File: src/rtl/prediction_collector_if.sv
// rtl/prediction_collector_if.sv - beat stream carrying one core prediction per handshake
interface prediction_collector_if #(
  parameter int PRED_W = 32,
  parameter int IDX_W  = 2
);
  logic              out_valid;
  logic              out_ready;
  logic [PRED_W-1:0] out_data;
  logic [IDX_W-1:0]  out_core_id;
  logic              out_last;

  modport master (
    output out_valid,
    output out_data,
    output out_core_id,
    output out_last,
    input  out_ready
  );

  modport slave (
    input  out_valid,
    input  out_data,
    input  out_core_id,
    input  out_last,
    output out_ready
  );
endinterface

File: src/rtl/prediction_collector.sv
// rtl/prediction_collector.sv - snapshot N core predictions on all_done rise, stream them, report signed argmax
module prediction_collector #(
  parameter int N      = 4,
  parameter int PRED_W = 32,
  localparam int IDX_W = $clog2(N)
) (
  input  logic                    clk,
  input  logic                    rst,
  input  logic                    all_done,
  input  logic [N*PRED_W-1:0]     predictions,
  prediction_collector_if.master  stream,
  output logic                    best_valid,
  output logic [IDX_W-1:0]        best_core,
  output logic [PRED_W-1:0]       best_value,
  output logic                    busy,
  output logic                    overrun
);
  typedef enum logic {IDLE, STREAM} state_t;

  localparam logic [IDX_W-1:0] LAST_IDX = IDX_W'(N - 1);

  state_t                   state_q, state_d;
  logic [IDX_W-1:0]         idx_q, idx_d;
  logic signed [PRED_W-1:0] buf_q [N];
  logic signed [PRED_W-1:0] buf_d [N];
  logic signed [PRED_W-1:0] run_max_q, run_max_d;
  logic [IDX_W-1:0]         run_idx_q, run_idx_d;
  logic                     best_valid_q, best_valid_d;
  logic [IDX_W-1:0]         best_core_q, best_core_d;
  logic [PRED_W-1:0]        best_value_q, best_value_d;
  logic                     overrun_q, overrun_d;
  logic                     all_done_q, all_done_d;
  logic                     armed_q, armed_d;
  logic                     out_valid_q, out_valid_d;
  logic [PRED_W-1:0]        out_data_q, out_data_d;
  logic [IDX_W-1:0]         out_core_id_q, out_core_id_d;
  logic                     out_last_q, out_last_d;

  logic                     rise;
  logic                     higher;
  logic signed [PRED_W-1:0] beat;
  logic [IDX_W-1:0]         idx_nxt;

  always_comb begin
    state_d       = state_q;
    idx_d         = idx_q;
    buf_d         = buf_q;
    run_max_d     = run_max_q;
    run_idx_d     = run_idx_q;
    best_valid_d  = best_valid_q;
    best_core_d   = best_core_q;
    best_value_d  = best_value_q;
    overrun_d     = overrun_q;
    out_valid_d   = out_valid_q;
    out_data_d    = out_data_q;
    out_core_id_d = out_core_id_q;
    out_last_d    = out_last_q;
    all_done_d    = all_done;
    // A level already high when reset releases must fall before it can count as a new batch.
    armed_d       = armed_q | ~all_done;
    rise          = all_done & ~all_done_q & armed_q;
    beat          = buf_q[idx_q];
    higher        = beat > run_max_q;
    idx_nxt       = idx_q + 1'b1;

    case (state_q)
      IDLE: begin
        if (rise) begin
          for (int i = 0; i < N; i++) begin
            buf_d[i] = predictions[i*PRED_W +: PRED_W];
          end
          idx_d         = '0;
          best_valid_d  = 1'b0;
          run_max_d     = predictions[PRED_W-1:0];
          run_idx_d     = '0;
          out_valid_d   = 1'b1;
          out_data_d    = predictions[PRED_W-1:0];
          out_core_id_d = '0;
          out_last_d    = 1'b0;
          state_d       = STREAM;
        end
      end
      STREAM: begin
        if (rise) begin
          overrun_d = 1'b1;
        end
        if (stream.out_ready) begin
          if (higher) begin
            run_max_d = beat;
            run_idx_d = idx_q;
          end
          if (idx_q == LAST_IDX) begin
            best_value_d = higher ? beat : run_max_q;
            best_core_d  = higher ? idx_q : run_idx_q;
            best_valid_d = 1'b1;
            out_valid_d  = 1'b0;
            out_last_d   = 1'b0;
            state_d      = IDLE;
          end else begin
            idx_d         = idx_nxt;
            out_data_d    = buf_q[idx_nxt];
            out_core_id_d = idx_nxt;
            out_last_d    = (idx_nxt == LAST_IDX);
          end
        end
      end
      default: state_d = IDLE;
    endcase
  end

  always_ff @(posedge clk or negedge rst) begin
    if (!rst) begin
      state_q       <= IDLE;
      idx_q         <= '0;
      for (int i = 0; i < N; i++) begin
        buf_q[i] <= '0;
      end
      run_max_q     <= '0;
      run_idx_q     <= '0;
      best_valid_q  <= 1'b0;
      best_core_q   <= '0;
      best_value_q  <= '0;
      overrun_q     <= 1'b0;
      all_done_q    <= 1'b0;
      armed_q       <= 1'b0;
      out_valid_q   <= 1'b0;
      out_data_q    <= '0;
      out_core_id_q <= '0;
      out_last_q    <= 1'b0;
    end else begin
      state_q       <= state_d;
      idx_q         <= idx_d;
      buf_q         <= buf_d;
      run_max_q     <= run_max_d;
      run_idx_q     <= run_idx_d;
      best_valid_q  <= best_valid_d;
      best_core_q   <= best_core_d;
      best_value_q  <= best_value_d;
      overrun_q     <= overrun_d;
      all_done_q    <= all_done_d;
      armed_q       <= armed_d;
      out_valid_q   <= out_valid_d;
      out_data_q    <= out_data_d;
      out_core_id_q <= out_core_id_d;
      out_last_q    <= out_last_d;
    end
  end

  assign stream.out_valid   = out_valid_q;
  assign stream.out_data    = out_data_q;
  assign stream.out_core_id = out_core_id_q;
  assign stream.out_last    = out_last_q;
  assign best_valid         = best_valid_q;
  assign best_core          = best_core_q;
  assign best_value         = best_value_q;
  assign busy               = (state_q == STREAM);
  assign overrun            = overrun_q;
endmodule

File: src/flat_wrapper.sv
// flat-port wrapper written by rule: the top's interface ports become plain ports
module prediction_collector_flat 
#(
  parameter int N      = 4,
  parameter int PRED_W = 32,
  localparam int IDX_W = $clog2(N)
)
  (clk, rst, all_done, predictions, best_valid, best_core, best_value, busy, overrun, stream_out_valid, stream_out_data, stream_out_core_id, stream_out_last, stream_out_ready);
  prediction_collector_if #(.PRED_W(PRED_W), .IDX_W(2)) stream_i ();
  input  logic clk;
  input  logic rst;
  input  logic all_done;
  input  logic [N*PRED_W-1:0] predictions;
  output logic best_valid;
  output logic [IDX_W-1:0] best_core;
  output logic [PRED_W-1:0] best_value;
  output logic busy;
  output logic overrun;
  output wire logic [$bits(stream_i.out_valid)-1:0] stream_out_valid;
  output wire logic [$bits(stream_i.out_data)-1:0] stream_out_data;
  output wire logic [$bits(stream_i.out_core_id)-1:0] stream_out_core_id;
  output wire logic [$bits(stream_i.out_last)-1:0] stream_out_last;
  input wire logic [$bits(stream_i.out_ready)-1:0] stream_out_ready;
  assign stream_out_valid = stream_i.out_valid;
  assign stream_out_data = stream_i.out_data;
  assign stream_out_core_id = stream_i.out_core_id;
  assign stream_out_last = stream_i.out_last;
  assign stream_i.out_ready = stream_out_ready;
  prediction_collector #(.N(N), .PRED_W(PRED_W)) u_core (.clk(clk), .rst(rst), .all_done(all_done), .predictions(predictions), .stream(stream_i), .best_valid(best_valid), .best_core(best_core), .best_value(best_value), .busy(busy), .overrun(overrun));
endmodule
File: config.mk
export PLATFORM = sky130hd
export DESIGN_NAME = prediction_collector_flat
export DESIGN_NICKNAME = d
export VERILOG_FILES = /design/src/rtl/prediction_collector_if.sv /design/src/rtl/prediction_collector.sv /design/src/flat_wrapper.sv
export SDC_FILE = /design/constraint.sdc
export NUM_CORES = 1
export LEC_CHECK = 0
export CELL_PAD_IN_SITES_DETAIL_PLACEMENT = 1
export CELL_PAD_IN_SITES_GLOBAL_PLACEMENT = 1
export CORE_MARGIN = 10
export CORE_UTILIZATION = 42
export DETAILED_ROUTE_END_ITERATION = 8
export PLACE_DENSITY_LB_ADDON = 0.1
export SYNTH_ARGS = -nofsm -noshare
export SYNTH_HDL_FRONTEND = slang
export SYNTH_SLANG_ARGS = --single-unit
File: constraint.sdc
create_clock -name clk -period 5.22 [get_ports clk]
set_clock_uncertainty 0.2 [all_clocks]
set_input_delay 1.044 -clock clk [delete_from_list [all_inputs] [get_ports clk]]
set_output_delay 1.044 -clock clk [all_outputs]
set_load 0.01 [all_outputs]
==> metrics.cfg <==
[placed_design]
routabilityCongestion=0.785
dp.cells=1700
dp_hpwl_um=25800
portBuffers=204

[clock_tree]
cts.clk_slew.worst_paths_ps=60
cts_tree=done
cts_hold_buf=0
cts_max_path_buffers=3
post_cts_buffers=0
cts_resized=0
cts-root-buf=clkbuf_16
htreeDepth=1
cts_buffers=27
worstSkewPairLatency_ps=530
cts.sink_count=237

[drt]
drtIter0Drc=619
wire_per_inst_um=22.0
routed_wl_um=38400
vias=9808
drt-pass1-iter-count=5
viasPerCell=5.62
postRouteAntennaNets=0
drcViolationCount=0

[layout]
fillers=3088
nets=1517
final_cells=1745
final_cell_mix=nand2_1 (361), dfrtp_1 (234), clkdlybuf4s50_1 (203), o21ai_0 (70), mux4_2 (64)
area_growth_pct=27.0
diodes=0
drive_above_1_share_pct=11.3
final_common_cell=nand2_1

[grt]
grt_pass1_wl_um=61000
grt_use_total_pct=21.1
grt-ovfl-total=0
antenna_found_initial=0
grt_pass1_vias=10642
grt_max_degree=116

[timing]
maxClockFrequency_mhz=208
slew_headroom_pct=30.7
final.min_clock_period_ps=4800
setup_viol=0
slew_violations=0
hold_ws_ps=271
fin_setup_tns_ps=0
finalHoldViolCount=0
tightest_slew_ps=1040
fin_crit_sh_pct=92.0
rsz0062_at_grt=no

[min_path]
hold_start=u_core.overrun
whs_endpoint=u_core.overrun
min_path_type=reg2reg
hold-path-cell-count=1

[worst_setup_path]
r2r_start=u_core.idx_q[0]
rrSetupSlack_ps=420
arrival_ps=4940
r2r_cells=10
cp_data_required_time_ps=5360
start_kind=flop
worstPathMaxFanout=27
path_class=reg2reg
timing.critical_path.to_type=flop
r2r-end=u_core.run_max_q[0]

[synth]
netlist_area_sq_um=12000
synth-simple-area-share_pct=15.8
yosys.area.top_type=dfrtp_1
synth_mux_area_share_pct=14.6
synth-xor-area-share_pct=0
synth_edf_count=0
synth-seq-area-share_pct=49.3
syn-num-nets=1344
synth.top_cell.area_share_pct=49.3
synthArstFlopShare_pct=100
synth_compound_area_share_pct=12.6
ys_types=45
ys.warnings.count=0
ys.flop_type=dfrtp_1
avgSynthCellArea_sq_um=10.2
synth_fa_ha_area_share_pct=3.54
synthTopCellsByArea=dfrtp_1 (49%), mux4_2 (12%), nand2_1 (11%)
syn_inst=1178
synth_top_family_by_area=simple AND/OR/NAND/NOR gates
synth_seq_cells=237

[floorplanning]
coreArea_sq_um=28000
io_pins=205
die-area_sq_um=35800
die_height_um=189
initial_utilization_pct=42.9
rows=61
die_w_um=189

[power]
p_per_area_nw_per_um2=745
ir_drop_mv=0.475
power_mw=11.4
p_leak_nw=7.09

[run_status]
status=complete, no violations

[job]
maxCapViolations=0

[worst max-delay path by stage]
stage	startpoint	slack [ps]	cells past startpoint	endpoint
after floorplan	u_core.idx_q[0]	1450	13	u_core.run_max_q[24]
after global placement	u_core.idx_q[0]	540	10	u_core.run_max_q[0]
after detailed placement	u_core.idx_q[0]	420	10	u_core.run_max_q[0]
after CTS	u_core.idx_q[0]	450	10	u_core.run_max_q[0]
after global routing	u_core.idx_q[0]	160	10	u_core.run_max_q[0]
final	u_core.idx_q[0]	420	10	u_core.run_max_q[0]
[flip-flops by register name (all words and copies together) (netlist names), 2 cells and up]
signal	cells
u_core.buf_q	128
u_core.idx_q	2
u_core.run_idx_q	2
u_core.best_core	2
u_core.stream.out_data	32
u_core.best_value	32
u_core.run_max_q	32
[stage by stage]
step           worst slack (ps)  util [%]  area (sq um)
2_1_floorplan              1450         -         12000
3_3_place_gp                539      51.6         14500
3_5_place_dp                423      51.6         14500
4_1_cts                     446      54.5         15300
5_1_grt                     163      54.5         15300
6_report                    420      54.5         15300
[report_power, final]
part | internal, mW | leakage, nW | total [mW] | switching, mW
combinational | 2.77 | 3.75 | 6.10 | 3.33
sequential | 2.71 | 2.92 | 3.51 | 0.792
clock | 1.04 | 0.415 | 1.79 | 0.751
[cell usage after synthesis, types with 2 or more instances]
master and number:
ha_1 34, nand2b_1 7, clkbuf_1 64, a221oi_1 2, o211ai_1 5, a21o_1 26
a22o_1 2, nand2_1 363, nand4_1 7, o21ai_0 70, nand3_1 4, buf_6 6
buf_1 6, o221a_2 5, and2_1 27, or3_1 3, a21boi_0 3, mux2i_1 31
nor2_1 42, a21oi_1 47, a221o_1 24, inv_1 37, mux4_2 64, dfrtp_1 237
o21a_1 2, buf_2 7, a31oi_1 35
[worst max-delay path, cell delays in order, from the launching register on]
cell      delay [ps]
dfrtp_4          760
buf_4            310
mux4_2           570
ha_1             330
a21oi_1          180
nand2_1           80
a221oi_1         410
o311ai_2         200
a211o_2          480
a31oi_4          870
a221oi_1         180
[layer usage]
metal	up-vias	part of all wire, %	track usage (%)
li1	4439	-	-
met1	5077	44	27.4
met2	251	50	36.3
met3	41	4.6	3.69
met4	0	1.7	4.30
met5	-	0	0
[logic make-up (layout without fill, tap and decap cells)]
family | count (synthesis) | in the layout
muxes | 95 | 95
DFF | 237 | 237
AOI/OAI and AO/OA | 230 | 230
adders and majority gates | 34 | 34
buffers and inverters | 121 | 310
and+or+nand+nor | 461 | 461
[layout make-up]
cell class / count / area, sq um / area share, %
flip-flops and latches: 237 / 5940 / 38.9
multi-input cells: 820 / 5620 / 36.8
repair buffers: 228 / 2290 / 15.0
clock buffers: 38 / 787 / 5.15
well taps: 378 / 473 / 3.10
inverters: 37 / 139 / 0.909
clock inverters: 7 / 35.0 / 0.229
Power figures use the tool's default switching activity.
